--- src/rtl/udma_eth_pkg.sv ---
// rtl/udma_eth_pkg.sv - shared types and helpers for the uDMA <-> byte-stream bridge
// Purpose: TX FSM state encoding and the bytes-per-word helper used by the
//          bridge top and the RX packer.
// Ports:   none (package).
package udma_eth_pkg;

  typedef enum logic [2:0] {
    TX_IDLE,
    TX_REQ,
    TX_WAIT,
    TX_SEND,
    TX_DONE
  } tx_state_e;

  // Bytes carried by one uDMA word.
  function automatic int udma_bpw(input int udma_width);
    return udma_width / 8;
  endfunction

endpackage

--- src/rtl/udma_eth_rx_packer.sv ---
// rtl/udma_eth_rx_packer.sv - packs received stream bytes into uDMA words and reports frame status
// Purpose: accepts bytes from the MAC, writes them little-endian into a word,
//          emits the word through a 1-entry output register, and tracks frame
//          length, bad-frame flag and a saturating bad-frame counter.
// Ports:   clk_i/rstn_i             clock, async active-low reset
//          tdata_i/tvalid_i/tlast_i/tuser_i/tready_o  byte stream from the MAC
//          rx_en_i                  frame enable, sampled at the first byte
//          data_o/valid_o/ready_i   packed word towards the uDMA
//          frame_o/bad_o/len_o/err_cnt_o  frame status
module udma_eth_rx_packer
  import udma_eth_pkg::*;
#(
  parameter int UDMA_WIDTH = 32,
  parameter int LEN_WIDTH  = 16,
  parameter int ERR_WIDTH  = 8
) (
  input  logic                  clk_i,
  input  logic                  rstn_i,
  input  logic [7:0]            tdata_i,
  input  logic                  tvalid_i,
  input  logic                  tlast_i,
  input  logic                  tuser_i,
  output logic                  tready_o,
  input  logic                  rx_en_i,
  output logic [UDMA_WIDTH-1:0] data_o,
  output logic                  valid_o,
  input  logic                  ready_i,
  output logic                  frame_o,
  output logic                  bad_o,
  output logic [LEN_WIDTH-1:0]  len_o,
  output logic [ERR_WIDTH-1:0]  err_cnt_o
);

  localparam int BPW   = udma_bpw(UDMA_WIDTH);
  localparam int IDX_W = (BPW > 1) ? $clog2(BPW) : 1;

  logic [UDMA_WIDTH-1:0] pack_q, pack_next, data_q;
  logic [IDX_W-1:0]      idx_q;
  logic [LEN_WIDTH-1:0]  len_q, len_inc, len_out_q;
  logic [ERR_WIDTH-1:0]  err_q, err_inc;
  logic                  valid_q, frame_q, bad_q;
  logic                  in_frame_q, frame_en_q;
  logic                  accept, cur_en, last_lane;

  // Output register drains and refills in the same cycle, so no bubble.
  assign tready_o  = !valid_q || ready_i;
  assign accept    = tvalid_i && tready_o;
  // Enable is decided at the first byte and held for the rest of the frame.
  assign cur_en    = in_frame_q ? frame_en_q : rx_en_i;
  assign last_lane = (idx_q == IDX_W'(BPW - 1));
  assign len_inc   = (&len_q) ? len_q : len_q + 1'b1;
  assign err_inc   = (&err_q) ? err_q : err_q + 1'b1;

  always_comb begin
    pack_next = pack_q;
    for (int b = 0; b < BPW; b++) begin
      if (idx_q == IDX_W'(b)) pack_next[8*b +: 8] = tdata_i;
    end
  end

  always_ff @(posedge clk_i or negedge rstn_i) begin
    if (!rstn_i) begin
      pack_q     <= '0;
      data_q     <= '0;
      idx_q      <= '0;
      len_q      <= '0;
      len_out_q  <= '0;
      err_q      <= '0;
      valid_q    <= 1'b0;
      frame_q    <= 1'b0;
      bad_q      <= 1'b0;
      in_frame_q <= 1'b0;
      frame_en_q <= 1'b0;
    end else begin
      frame_q <= 1'b0;
      if (valid_q && ready_i) valid_q <= 1'b0;
      if (accept) begin
        in_frame_q <= !tlast_i;
        if (!in_frame_q) frame_en_q <= rx_en_i;
        if (cur_en) begin
          // Pack register is cleared on every emit, so unused lanes are zero.
          if (tlast_i || last_lane) begin
            data_q  <= pack_next;
            valid_q <= 1'b1;
            pack_q  <= '0;
            idx_q   <= '0;
          end else begin
            pack_q <= pack_next;
            idx_q  <= idx_q + 1'b1;
          end
          if (tlast_i) begin
            len_out_q <= len_inc;
            bad_q     <= tuser_i;
            frame_q   <= 1'b1;
            len_q     <= '0;
            if (tuser_i) err_q <= err_inc;
          end else begin
            len_q <= len_inc;
          end
        end
      end
    end
  end

  assign data_o    = data_q;
  assign valid_o   = valid_q;
  assign frame_o   = frame_q;
  assign bad_o     = bad_q;
  assign len_o     = len_out_q;
  assign err_cnt_o = err_q;

endmodule

--- src/rtl/udma_eth_stream_bridge.sv ---
// rtl/udma_eth_stream_bridge.sv - uDMA word channel <-> 8-bit MAC stream framing bridge
// Purpose: TX fetches uDMA words and serialises them little-endian onto the
//          byte stream with tlast from a programmed length; RX packs bytes
//          into uDMA words via udma_eth_rx_packer.
// Ports:   sys_clk_i/rstn_i                      clock, async active-low reset
//          tx_start_i/tx_len_i/tx_busy_o/tx_done_o  TX frame control
//          data_tx_req_o/gnt_i/data_tx_i/valid_i/ready_o  uDMA TX channel
//          tx_axis_*                               byte stream to the MAC
//          rx_en_i, rx_axis_*                      byte stream from the MAC
//          data_rx_o/valid_o/ready_i               uDMA RX channel
//          rx_frame_o/rx_bad_o/rx_len_o/rx_err_cnt_o  RX frame status
module udma_eth_stream_bridge
  import udma_eth_pkg::*;
#(
  parameter int UDMA_WIDTH = 32,
  parameter int LEN_WIDTH  = 16,
  parameter int ERR_WIDTH  = 8
) (
  input  logic                  sys_clk_i,
  input  logic                  rstn_i,
  input  logic                  tx_start_i,
  input  logic [LEN_WIDTH-1:0]  tx_len_i,
  output logic                  tx_busy_o,
  output logic                  tx_done_o,
  output logic                  data_tx_req_o,
  input  logic                  data_tx_gnt_i,
  input  logic [UDMA_WIDTH-1:0] data_tx_i,
  input  logic                  data_tx_valid_i,
  output logic                  data_tx_ready_o,
  output logic [7:0]            tx_axis_tdata_o,
  output logic                  tx_axis_tvalid_o,
  output logic                  tx_axis_tlast_o,
  output logic                  tx_axis_tuser_o,
  input  logic                  tx_axis_tready_i,
  input  logic                  rx_en_i,
  input  logic [7:0]            rx_axis_tdata_i,
  input  logic                  rx_axis_tvalid_i,
  input  logic                  rx_axis_tlast_i,
  input  logic                  rx_axis_tuser_i,
  output logic                  rx_axis_tready_o,
  output logic [UDMA_WIDTH-1:0] data_rx_o,
  output logic                  data_rx_valid_o,
  input  logic                  data_rx_ready_i,
  output logic                  rx_frame_o,
  output logic                  rx_bad_o,
  output logic [LEN_WIDTH-1:0]  rx_len_o,
  output logic [ERR_WIDTH-1:0]  rx_err_cnt_o
);

  localparam int BPW   = udma_bpw(UDMA_WIDTH);
  localparam int IDX_W = (BPW > 1) ? $clog2(BPW) : 1;

  tx_state_e             state_q, state_d;
  logic [LEN_WIDTH-1:0]  remaining_q, remaining_d;
  logic [IDX_W-1:0]      idx_q, idx_d;
  logic [UDMA_WIDTH-1:0] word_q, word_d;
  logic                  zero_done_q, zero_done_d;
  logic [7:0]            tx_byte;

  always_ff @(posedge sys_clk_i or negedge rstn_i) begin
    if (!rstn_i) begin
      state_q     <= TX_IDLE;
      remaining_q <= '0;
      idx_q       <= '0;
      word_q      <= '0;
      zero_done_q <= 1'b0;
    end else begin
      state_q     <= state_d;
      remaining_q <= remaining_d;
      idx_q       <= idx_d;
      word_q      <= word_d;
      zero_done_q <= zero_done_d;
    end
  end

  always_comb begin
    tx_byte = 8'h00;
    for (int b = 0; b < BPW; b++) begin
      if (idx_q == IDX_W'(b)) tx_byte = word_q[8*b +: 8];
    end
  end

  always_comb begin
    state_d          = state_q;
    remaining_d      = remaining_q;
    idx_d            = idx_q;
    word_d           = word_q;
    zero_done_d      = 1'b0;
    data_tx_req_o    = 1'b0;
    data_tx_ready_o  = 1'b0;
    tx_axis_tvalid_o = 1'b0;
    tx_axis_tlast_o  = 1'b0;
    tx_axis_tdata_o  = 8'h00;
    // A zero-length start completes without leaving IDLE.
    tx_done_o        = zero_done_q;
    case (state_q)
      TX_IDLE: begin
        if (tx_start_i) begin
          if (tx_len_i != '0) begin
            remaining_d = tx_len_i;
            state_d     = TX_REQ;
          end else begin
            zero_done_d = 1'b1;
          end
        end
      end
      TX_REQ: begin
        data_tx_req_o = 1'b1;
        if (data_tx_gnt_i) state_d = TX_WAIT;
      end
      TX_WAIT: begin
        data_tx_ready_o = 1'b1;
        if (data_tx_valid_i) begin
          word_d  = data_tx_i;
          idx_d   = '0;
          state_d = TX_SEND;
        end
      end
      TX_SEND: begin
        tx_axis_tvalid_o = 1'b1;
        tx_axis_tdata_o  = tx_byte;
        tx_axis_tlast_o  = (remaining_q == LEN_WIDTH'(1));
        if (tx_axis_tready_i) begin
          remaining_d = remaining_q - 1'b1;
          idx_d       = idx_q + 1'b1;
          // Frame end wins over word end; leftover bytes of the last word are dropped.
          if (remaining_q == LEN_WIDTH'(1)) state_d = TX_DONE;
          else if (idx_q == IDX_W'(BPW - 1)) state_d = TX_REQ;
        end
      end
      TX_DONE: begin
        tx_done_o = 1'b1;
        state_d   = TX_IDLE;
      end
      default: state_d = TX_IDLE;
    endcase
  end

  assign tx_busy_o       = (state_q != TX_IDLE);
  assign tx_axis_tuser_o = 1'b0;

  udma_eth_rx_packer #(
    .UDMA_WIDTH (UDMA_WIDTH),
    .LEN_WIDTH  (LEN_WIDTH),
    .ERR_WIDTH  (ERR_WIDTH)
  ) u_rx_packer (
    .clk_i     (sys_clk_i),
    .rstn_i    (rstn_i),
    .tdata_i   (rx_axis_tdata_i),
    .tvalid_i  (rx_axis_tvalid_i),
    .tlast_i   (rx_axis_tlast_i),
    .tuser_i   (rx_axis_tuser_i),
    .tready_o  (rx_axis_tready_o),
    .rx_en_i   (rx_en_i),
    .data_o    (data_rx_o),
    .valid_o   (data_rx_valid_o),
    .ready_i   (data_rx_ready_i),
    .frame_o   (rx_frame_o),
    .bad_o     (rx_bad_o),
    .len_o     (rx_len_o),
    .err_cnt_o (rx_err_cnt_o)
  );

endmodule

--- config.mk ---
export PLATFORM = sky130hd
export DESIGN_NAME = udma_eth_stream_bridge
export DESIGN_NICKNAME = d
export VERILOG_FILES = /design/src/rtl/udma_eth_pkg.sv /design/src/rtl/udma_eth_rx_packer.sv /design/src/rtl/udma_eth_stream_bridge.sv
export SDC_FILE = /design/constraint.sdc
export NUM_CORES = 1
export LEC_CHECK = 0
export CAP_MARGIN = 20
export CELL_PAD_IN_SITES_DETAIL_PLACEMENT = 1
export CELL_PAD_IN_SITES_GLOBAL_PLACEMENT = 2
export CORE_UTILIZATION = 36
export DETAILED_ROUTE_END_ITERATION = 10
export DONT_BUFFER_PORTS = 1
export PLACE_DENSITY = 0.79
export REMOVE_ABC_BUFFERS = 1
export SKIP_LAST_GASP = 1
export SYNTH_ARGS = -nofsm -noshare
export SYNTH_HDL_FRONTEND = slang
export SYNTH_HIERARCHICAL = 1
export SYNTH_SLANG_ARGS = --single-unit
--- constraint.sdc ---
create_clock -name sys_clk_i -period 1.98 [get_ports sys_clk_i]
set_input_delay 0.198 -clock sys_clk_i [delete_from_list [all_inputs] [get_ports sys_clk_i]]
set_output_delay 0.198 -clock sys_clk_i [all_outputs]
set_load 0.03 [all_outputs]
* After elaboration in Yosys (flattened, before gate mapping)
Cells that the tools add are included.
** Cells by class
- $add $sub $neg :: 5
- Equality and inequality tests :: 17
- Multiplexer cells :: 44
- Bitwise gates (word level) :: 1
- Reductions and logical operators :: 23
** Operators with widths (count)
- 16-bit 2-to-1 mux :: 5
- 8-bit 2-to-1 mux :: 9
- 32-bit 2-to-1 mux :: 1
- 16-bit case mux with 2 select lines :: 1
- 3-bit 2-to-1 mux :: 7
- 16-bit by 1-bit adder with 16-bit output (second input constant) :: 1
- 16-bit by 1-bit == test with 1-bit output (second input constant) :: 1
- 1-bit 2-to-1 mux :: 16
- 16-bit AND reduction :: 1
- 16-bit nonzero test :: 1
- 16-bit by 1-bit subtractor with 16-bit output (second input constant) :: 1
- 3-bit case mux with 4 select lines :: 1
- 2-bit inequality test (second input constant) :: 5
- 3-bit AND reduction :: 3
- 8-bit by 1-bit adder with 8-bit output (second input constant) :: 1
- 2-bit == test (second input constant) :: 4
- 8-bit AND reduction :: 1
- 3-bit by 2-bit == test with 1-bit output (second input constant) :: 2
- 2-bit 2-to-1 mux :: 3
- 6-bit AND reduction :: 1
- 5-bit AND reduction :: 1
- 2-bit by 1-bit adder with 2-bit output (second input constant) :: 2
- 2-bit by 1-bit == test with 1-bit output (second input constant) :: 2
- 2-bit logical NOT :: 2
- 13 further kinds :: 18
** Storage, ports and cells
- Bits in registers :: 165
- Bits of input ports :: 67

* Depth between registers and ports, before layout
Gate-level depths: netlist of run 1.
- Word-level depth :: 6
- Mapped depth :: 8
- Gate-level depth less buffers :: 7

* By module
The synthesis of run 1 kept the hierarchy.
** By module, submodules not included
- udma_eth_rx_packer :: times used 1, cells an instance 497, area an instance 5211.2 um^2, seq. area each 2777.7 um^2
- udma_eth_stream_bridge :: times used 1, cells an instance 314, area an instance 3037.9 um^2, seq. area each 1351.3 um^2

* Worst setup path before layout of run 1
OpenSTA, ideal clock, no wires.
- Path type :: register -> register
- Start point :: register u_rx_packer.valid_q, in the netlist u_rx_packer/valid_o
- End point :: register u_rx_packer.err_q[1], in the netlist u_rx_packer/err_cnt_o[1]
- Setup time :: 125 ps
- Data arrival time :: 2033 ps
- Data required time :: 1855 ps
- Setup slack :: -177 ps
- Stages on the path, launching flop included :: 7
- Period minus slack after synthesis :: 2157 ps
- Cells stage by stage :: dfrtp_1 -> nor2b_1 -> clkinv_1 -> nand4_1 -> inv_1 -> nand3_1 -> mux2_2
** On the way
- Word-level cells in the longest chain between the ends :: 4
** RTL lines
- from (decl) :: RTL line udma_eth_rx_packer.sv:41 : logic valid_q, frame_q, bad_q;
- from (signal assigned) :: RTL line udma_eth_rx_packer.sv:69 : valid_q <= 1'b0;
- from (signal assigned) :: RTL line udma_eth_rx_packer.sv:76 : if (valid_q && ready_i) valid_q <= 1'b0;
- from (signal assigned) :: RTL line udma_eth_rx_packer.sv:84 : valid_q <= 1'b1;
- 1-bit logical NOT :: RTL line udma_eth_rx_packer.sv:46 : assign tready_o = !valid_q || ready_i;
- 1-bit logical OR :: RTL line udma_eth_rx_packer.sv:46
- net rx_axis_tready_o :: RTL line udma_eth_stream_bridge.sv:40 : output logic rx_axis_tready_o,
- 1-bit logical AND :: RTL line udma_eth_rx_packer.sv:47 : assign accept = tvalid_i && tready_o;
- 5-bit AND reduction (no source line)
- to (signal assigned) :: RTL line udma_eth_rx_packer.sv:96 : if (tuser_i) err_q <= err_inc;
- to (decl) :: RTL line udma_eth_rx_packer.sv:40 : logic [ERR_WIDTH-1:0] err_q, err_inc;
The timed path passes the listed nets, and every way through them passes these cells.
A chain may end at the register's enable or synchronous reset.

==> results of run 1 <==
[routing by layer]
metal | vias up | routed length (um)
li1 | 3141 | -
met1 | 3453 | 10460
met2 | 122 | 12120
met3 | 15 | 1197
met4 | 0 | 180
met5 | - | 0
[power breakdown]
group	internal (mW)	total [mW]	switching [mW]	leakage, nW
clock	1.87	3.56	1.69	0.313
sequential	4.46	5.97	1.51	2.11
combinational	2.40	5.33	2.93	1.96
[layout make-up]
| class | count | area, um2 | share of cell area |
|---|---|---|---|
| Sequential cell | 165 | 4133 | 0.4015 |
| Clock inverter | 15 | 227.7 | 0.02212 |
| Timing Repair Buffer | 130 | 1157 | 0.1124 |
| Clock buffer | 17 | 425.4 | 0.04133 |
| Tap cell | 285 | 356.6 | 0.03464 |
| Inverter | 15 | 58.81 | 0.005713 |
| Multi-Input combinational cell | 573 | 3935 | 0.3823 |
[state kept, by name, indices dropped and copies added (netlist names)]
| name | count |
|---|---|
| u_rx_packer/len_q | 16 |
| zero_done_q | 1 |
| state_q | 3 |
| u_rx_packer/bad_o | 1 |
| u_rx_packer/frame_o | 1 |
| remaining_q | 16 |
| u_rx_packer/in_frame_q | 1 |
| u_rx_packer/err_cnt_o | 8 |
| word_q | 32 |
| u_rx_packer/idx_q | 2 |
| u_rx_packer/pack_q | 32 |
| u_rx_packer/frame_en_q | 1 |
| u_rx_packer/valid_o | 1 |
| u_rx_packer/len_o | 16 |
| u_rx_packer/data_o | 32 |
| idx_q | 2 |
[cells in the mapped netlist (3+ instances only)]
cell	n	share of area
ha_1	12	0.018
buf_1	4	0.0018
mux2i_1	34	0.041
a22o_1	27	0.029
nand3_1	18	0.011
a41oi_1	4	0.0042
or4_4	4	0.0055
nor3_1	10	0.0061
o21ai_1	8	0.0049
nor2_1	42	0.019
dfrtp_1	165	0.50
inv_1	13	0.0059
buf_4	5	0.0046
and2_1	18	0.014
clkbuf_1	30	0.014
nand4_1	19	0.014
mux2_2	36	0.049
nand2_1	86	0.039
nand3b_1	10	0.0091
and3_1	9	0.0068
a31oi_1	11	0.0083
clkbuf_8	3	0.0050
o211ai_1	9	0.0082
and4_1	6	0.0064
buf_2	12	0.0073
nor4_1	9	0.0068
o31ai_1	6	0.0055
o21ai_0	69	0.042
nand2b_1	3	0.0023
a21oi_1	53	0.032
o22ai_1	4	0.0030
xnor2_1	8	0.0085
or3_1	10	0.0076
[cells in the final DEF (no fill, tap or decap), drive strengths merged, types with 9 or more instances in the layout]
cell type	synthesis	routed
and3	9	9
clkbuf	35	17
o211ai	9	9
a31oi	11	11
clkinv	2	11
nand3b	10	10
mux2	36	36
buf	23	77
a22o	27	27
nand3	20	20
nand2	86	86
mux2i	34	34
a21oi	53	53
ha	12	12
dlygate4sd3	0	53
and2	18	18
nor4	11	11
or3	12	12
o21ai	79	79
dfrtp	165	165
nor2	42	42
nor3	10	10
inv	13	18
nand4	19	19
[worst reg2reg max path: stages (launching register included)]
cell	delay [ns]
dfrtp_1	0.38
or4_4	0.57
buf_4	0.17
or4_4	0.45
o21ai_2	0.13
a21oi_1	0.08
a21oi_1	0.10
[path summary, 6_finish.rpt]
path                                          end  slack, ns  cells after the start
min in group sys_clk_i                zero_done_q       0.01                      3
hold / removal                         word_q[14]      -0.54                      0
hold reg to reg            u_rx_packer/pack_q[24]       0.50                      1
setup reg to reg                  remaining_q[14]       0.03                      6
max in group asynchronous    u_rx_packer/len_o[4]       2.29                      0
setup / recovery               tx_axis_tdata_o[4]      -0.13                      7
[metrics by stage]
step / utilization / hold WS, ns / setup slack, ns
6_report: 0.4560 / -0.5447 / -0.1325
5_1_grt: 0.4560 / -0.5779 / -0.2442
4_1_cts: 0.4504 / -0.5648 / -0.1668
3_5_place_dp: 0.3909 / -0.09262 / -0.01393
3_3_place_gp: 0.3909 / -0.09374 / 0.04780
2_1_floorplan: - / -0.09759 / -1.419
[what timing repair did]
action / in CTS / in global routing
pin swaps: 10 / 10
hold endpoints to repair: 271 / 165
gates resized for setup: 49 / 23
setup buffers: 7 / 6
endpoints found under the setup margin: 10 / 27
[cells by family after synthesis]
family,after synthesis,share of synthesized area
adder cells (fa/ha/maj),12,0.01820
buffers and inverters,73,0.04444
flip-flops,165,0.5005
XOR/XNOR,8,0.008494
multiplexers,70,0.09040
AND/OR/NAND/NOR,262,0.1693
AO/OA/AOI/OAI,220,0.1682
other,1,0.0004546
==> results.md, run 1 <==
* Fraction of layout instances using a drive strength above 1 at 0.2251
* Placed Cells at 1102
* Total grt overflow at 0
* Post-route ant nets at 0
* Sequential fraction of the synthesis area at 0.5005
* RSZ-0062 raised after global routing: yes
* Hold WS at -0.5447 ns
* Final hold vios at about 170
* Met3 track demand over resource at 0.05614
* Final WS setup at -0.1325 ns
* Final Power at 14.86 mW
* CORE AREA at approximately 0.023 mm2
* NumNets Final at between 900 and 1k
* Die width at between 150 and 200 um
* 1st-iter DRT viols at 296
* Drt wl/cell at 19.97 um
* Slowest stage delay, CP at ~0.45 ns
* Vias per cell at 5.609
* Pre-Repair DR Iteration Count at 4
* Dpl cell area at 0.008823 mm2
* Ys async rst share at 1.000
* CTS sink cnt at 165
* Final Non-Filler Cells at 1200
* # diodes at 0
* Critical R2R Launch: remaining_q[6]
* Post-synthesis cell type count at 72
* Design area at 0.01029 mm2
* Number of global-route vias before repair at 7289
* First-pass GRT wire length at between 30000 and 40000 um
* Via count at 6731
* Io pins at 142
* Clock-pin transition on the worst setup and hold timing paths at 0.08 ns
* GPL Wtd Cong at 0.8374
* Synth Register Bits at 165
* Final setup fails at 9
* Hold_buf cts at 53
* WL final at roughly 24000 um
* Crit. End Element: output port
* Status: finished, violations left
* Cell Rows at 55
* Layout area overhead at 24.78%
* Starting Density at 0.3655
* Filler Cell Count at around 2.5k
* Fin crit share at 1.067
* Top cell family by delay on the critical path: flip-flops
* Max-slew violations at 0
* CTS H-tree lvls at 4
* Met1 GRT Util at 0.2596
* Syn_area_per_cell at 10.17 um2
* WP data arrival at 1.91 ns
* Die area at 0.02352 mm2
* Cells after Synth at 811
* Die height at around 150 um
* Kind of critical path: reg -> out
* DRC Markers at 0
* Slew headroom at 0.5744
* Req. time, crit path at 1.78 ns
* Crit path from: idx_q[0]
* Port Buf Inserts at 0
* Power Dens Cells at 1443 mW/mm2
* Clock Latency Late Sink at 0.43 ns
* GR Util met2 at 0.3559
* Global-route layer with the greatest usage: met2
* Max_cap viols at 0
* Main flop type after synthesis: dfrtp_1
* Startpoint types: register
* CTS tree: done
* Critical-path top delay cell: dfrtp_2
* CP bufs+invs at 1
* Clk root buf: clkbuf_16
* Clock buffer depth at 2
* VDD IR max at 0.6218 mV
* Leakage power at about 4.4 nW
* CP cell instances: ha_4, buf_4, nand3b_1, a21oi_2, a21oi_1, o21ai_1, and2_4
* Pin count of the biggest net entering global routing at 166
* Worst-Margin Slew at about 0.63 ns
* Clock skew at between 0.015 and 0.02 ns
* TritonCTS buffer count at 17
* Post-synthesis cell area at 0.008249 mm2
* Setup TNS at -1.022 ns
* All-Layer GR Usage at 0.2082
* Final HPWL DP at 15870 um
* Crit Path Max Fanout at 7
* Initial antenna violation count at 0
* Fmax at approximately 470 MHz
* Failing checks: negative hold slack, negative setup slack
* Fin crit period at about 2.1 ns
* Syn. warnings at 6
* Hold Path Class: in -> async
* Number of synthesized flops with an enable pin at 0
No activity file was read; power rests on OpenSTA's default activity.
==> inputs of run 2 (changes only) <==
Settings changed: ABC_AREA from default to 1, CORE_UTILIZATION 36 to 34.
==> run 2 against run 1 <==
Net effect: the flow still finishes with violations (negative hold slack, negative setup slack); clock-buffer cell count unchanged; clock skew decreased by 0.0027 ns; sequential power increased by 4.5%; setup slack got worse by 0.10 ns; die area increased by 11%; register-to-register slack improved by 0.19 ns; via count increased by 4.2%; sequential share of layout area decreased by 0.93 points; power increased by 5.9%; final area increased by 2.3%; largest cell class unchanged.
==> results.md, run 2 <==
* Slew headroom at 0.6038
* Initial antenna violation count at 0
* Fmax at 451.2 MHz
* Largest cells by area after synthesis: dfrtp_1, nand2_1, mux2_4
* Io pins at 142
* Dpl cell area at a little over 0.009 mm2
* Kind of critical path: reg -> out
* Leakage power at slightly above 5 nW
* Layout area overhead at 21.33%
* 1st-iter DRT viols at around 350
* Crit Path Max Fanout at 8
* CTS sink cnt at 165
* WP data arrival at 2.02 ns
* Main flop type after synthesis: dfrtp_1
* Die area at approximately 0.026 mm2
* Status: finished, violations left
* Die height at roughly 160 um
* Worst-Margin Slew at 0.5943 ns
* VDD IR max at around 0.68 mV
* Crit. End Element: output port
* Synth cell count leaders: nand2_1, dfrtp_1, nor2_1
* Pin count of the biggest net entering global routing at roughly 170
* Post-synthesis cell type count at 38
* Final hold vios at 165
* Count leader, synth: nand2_1
* Sequential fraction of the synthesis area at 0.4756
* Via count at 7012
* Fin crit period at 2.216 ns
* Top cell type's share of synthesized area at 0.4756
* WL final at approximately 24000 um
* # diodes at 0
* Max-slew violations at 0
* Most common cell after layout, fill and taps aside: nand2_1
* CTS H-tree lvls at 4
* Startpoint types: register
* Final setup fails at 8
* Final HPWL DP at 15640 um
* Syn. warnings at 6
* GPL Wtd Cong at 0.7750
* Hold Path Class: in -> async
* Commonest non-fill, non-tap cells in the layout: nand2_1, dfrtp_1, nor2_1, inv_1, o21ai_0
* Cells after Synth at roughly 1.0k
* DRC Markers at 0
* Number of global-route vias before repair at about 7.3k
* Clk root buf: clkbuf_16
* Fraction of layout instances using a drive strength above 1 at 0.1942
* Syn_area_per_cell at roughly 8.5 um2
* Ys async rst share at 1.000
* Clock Latency Late Sink at approximately 0.43 ns
* Port Buf Inserts at 0
* Clock skew at 0.01549 ns
* Fin util at 0.4195
* Post-synthesis cell area at 0.008681 mm2
* Clock buffer depth at 2
* Post-synth top area cell: dfrtp_1
* Post-route ant nets at 0
* CTS tree: done
* TritonCTS buffer count at 17
* Pre-Repair DR Iteration Count at 4
* Pre-CTS WS at approximately 0.085 ns
* All-Layer GR Usage at 0.1888
* Failing checks: negative hold slack, negative setup slack
* NumNets Final at around 1.2k
* Cell Rows at 58
* Hold_buf cts at 49
* Vias per cell at 4.880
* Hold WS at -0.5467 ns
* Design area at approximately 0.011 mm2
* Final WS setup at -0.2361 ns
* Total grt overflow at 0
* RSZ-0062 raised after global routing: yes
* Fin crit share at 1.119
* Req. time, crit path at between 1.5 and 2 ns
* Starting Density at 0.3457
* Synth Register Bits at ~170
* CORE AREA at roughly 0.025 mm2
* Filler Cell Count at 2956
* Clock-pin transition on the worst setup and hold timing paths at 0.08 ns
* Max_cap viols at 0
* Power Dens Cells at 1494 mW/mm2
* Die width at 161.8 um
* Number of synthesized flops with an enable pin at 0
* First-pass GRT wire length at 39050 um
* Drt wl/cell at ~17 um
[run 2: final cells by class]
type,count,area (um2),area share
clock buffer,17,425.4,0.04039
inverter,87,346.6,0.03291
timing repair buffer,97,920.9,0.08743
sequential,165,4130,0.3921
tap,330,412.9,0.03920
clock inverter,15,185.2,0.01758
multi-input combinational,726,4111,0.3904
[run 2: report_power, final]
| group | total (mW) | internal (mW) | switching [mW] | leakage, nW |
|---|---|---|---|---|
| Sequential | 6.24 | 4.53 | 1.71 | 2.14 |
| Clock | 3.47 | 1.82 | 1.65 | 0.296 |
| Combinational | 6.03 | 2.57 | 3.46 | 2.66 |
[run 2: worst max-delay path, stage by stage (launching register included)]
cell and delay [ns]:
dfrtp_2 0.40, inv_2 0.07, buf_6 0.12, ha_4 0.18
buf_12 0.15, o31ai_4 0.24, o21ai_1 0.11, nor2_1 0.13
buf_4 0.17
[run 2: kinds of logic after synthesis]
| kind of cell | Yosys count | synth area share |
|---|---|---|
| AOI/OAI and AO/OA | 157 | 0.1111 |
| and+or+nand+nor | 512 | 0.2589 |
| buffers and inverters | 129 | 0.07048 |
| adders and majority gates | 12 | 0.01730 |
| muxes | 32 | 0.05405 |
| other | 1 | 0.0004320 |
| xor gates and xnor gates | 12 | 0.01211 |
| DFF | 165 | 0.4756 |
[run 2: stage by stage]
| step | hold slack, ns | std cells | setup TNS [ns] | power, mW |
|---|---|---|---|---|
| final | -0.5467 | 1437 | -1.518 | 15.74 |
| after global routing | -0.5734 | 1437 | -2.300 | 16.79 |
| after CTS | -0.5656 | 1423 | -1.328 | 15.21 |
| after detailed placement | -0.09313 | 1340 | 0 | 11.44 |
| after global placement | -0.09432 | 1340 | 0 | 11.27 |
| after floorplan | -0.09759 | 978 | -9.352 | 9.774 |
[run 2: routing by layer]
layer  up-vias  wire [um]  global-route usage
met2       147      11870              0.3207
li1       3435          -                   -
met1      3407      11050              0.2427
met3        23       1198             0.04188
met5         -          0                   0
met4         0        315             0.04631
[run 2: final timing paths]
path,start,endpoint,slack (ns),depth (start not counted)
worst max register to register,u_rx_packer/valid_o,u_rx_packer/data_o[2],0.22,9
worst max-delay path,idx_q[0],tx_axis_tdata_o[5],-0.24,8
worst min register to register,u_rx_packer/pack_q[1],u_rx_packer/pack_q[1],0.48,2
worst min-delay path,rstn_i,word_q[19],-0.55,0
min in group sys_clk_i,tx_len_i[15],remaining_q[15],0.02,4
max in group asynchronous,rstn_i,u_rx_packer/len_q[8],2.28,0
[run 2: repair_timing]
item / 4_1_cts / 5_1_grt
hold endpoints to repair: 216 / 165
resized for setup: 14 / 43
setup buffers: 2 / 14
endpoints found under the setup margin: 9 / 13
pin swaps: 1 / 13
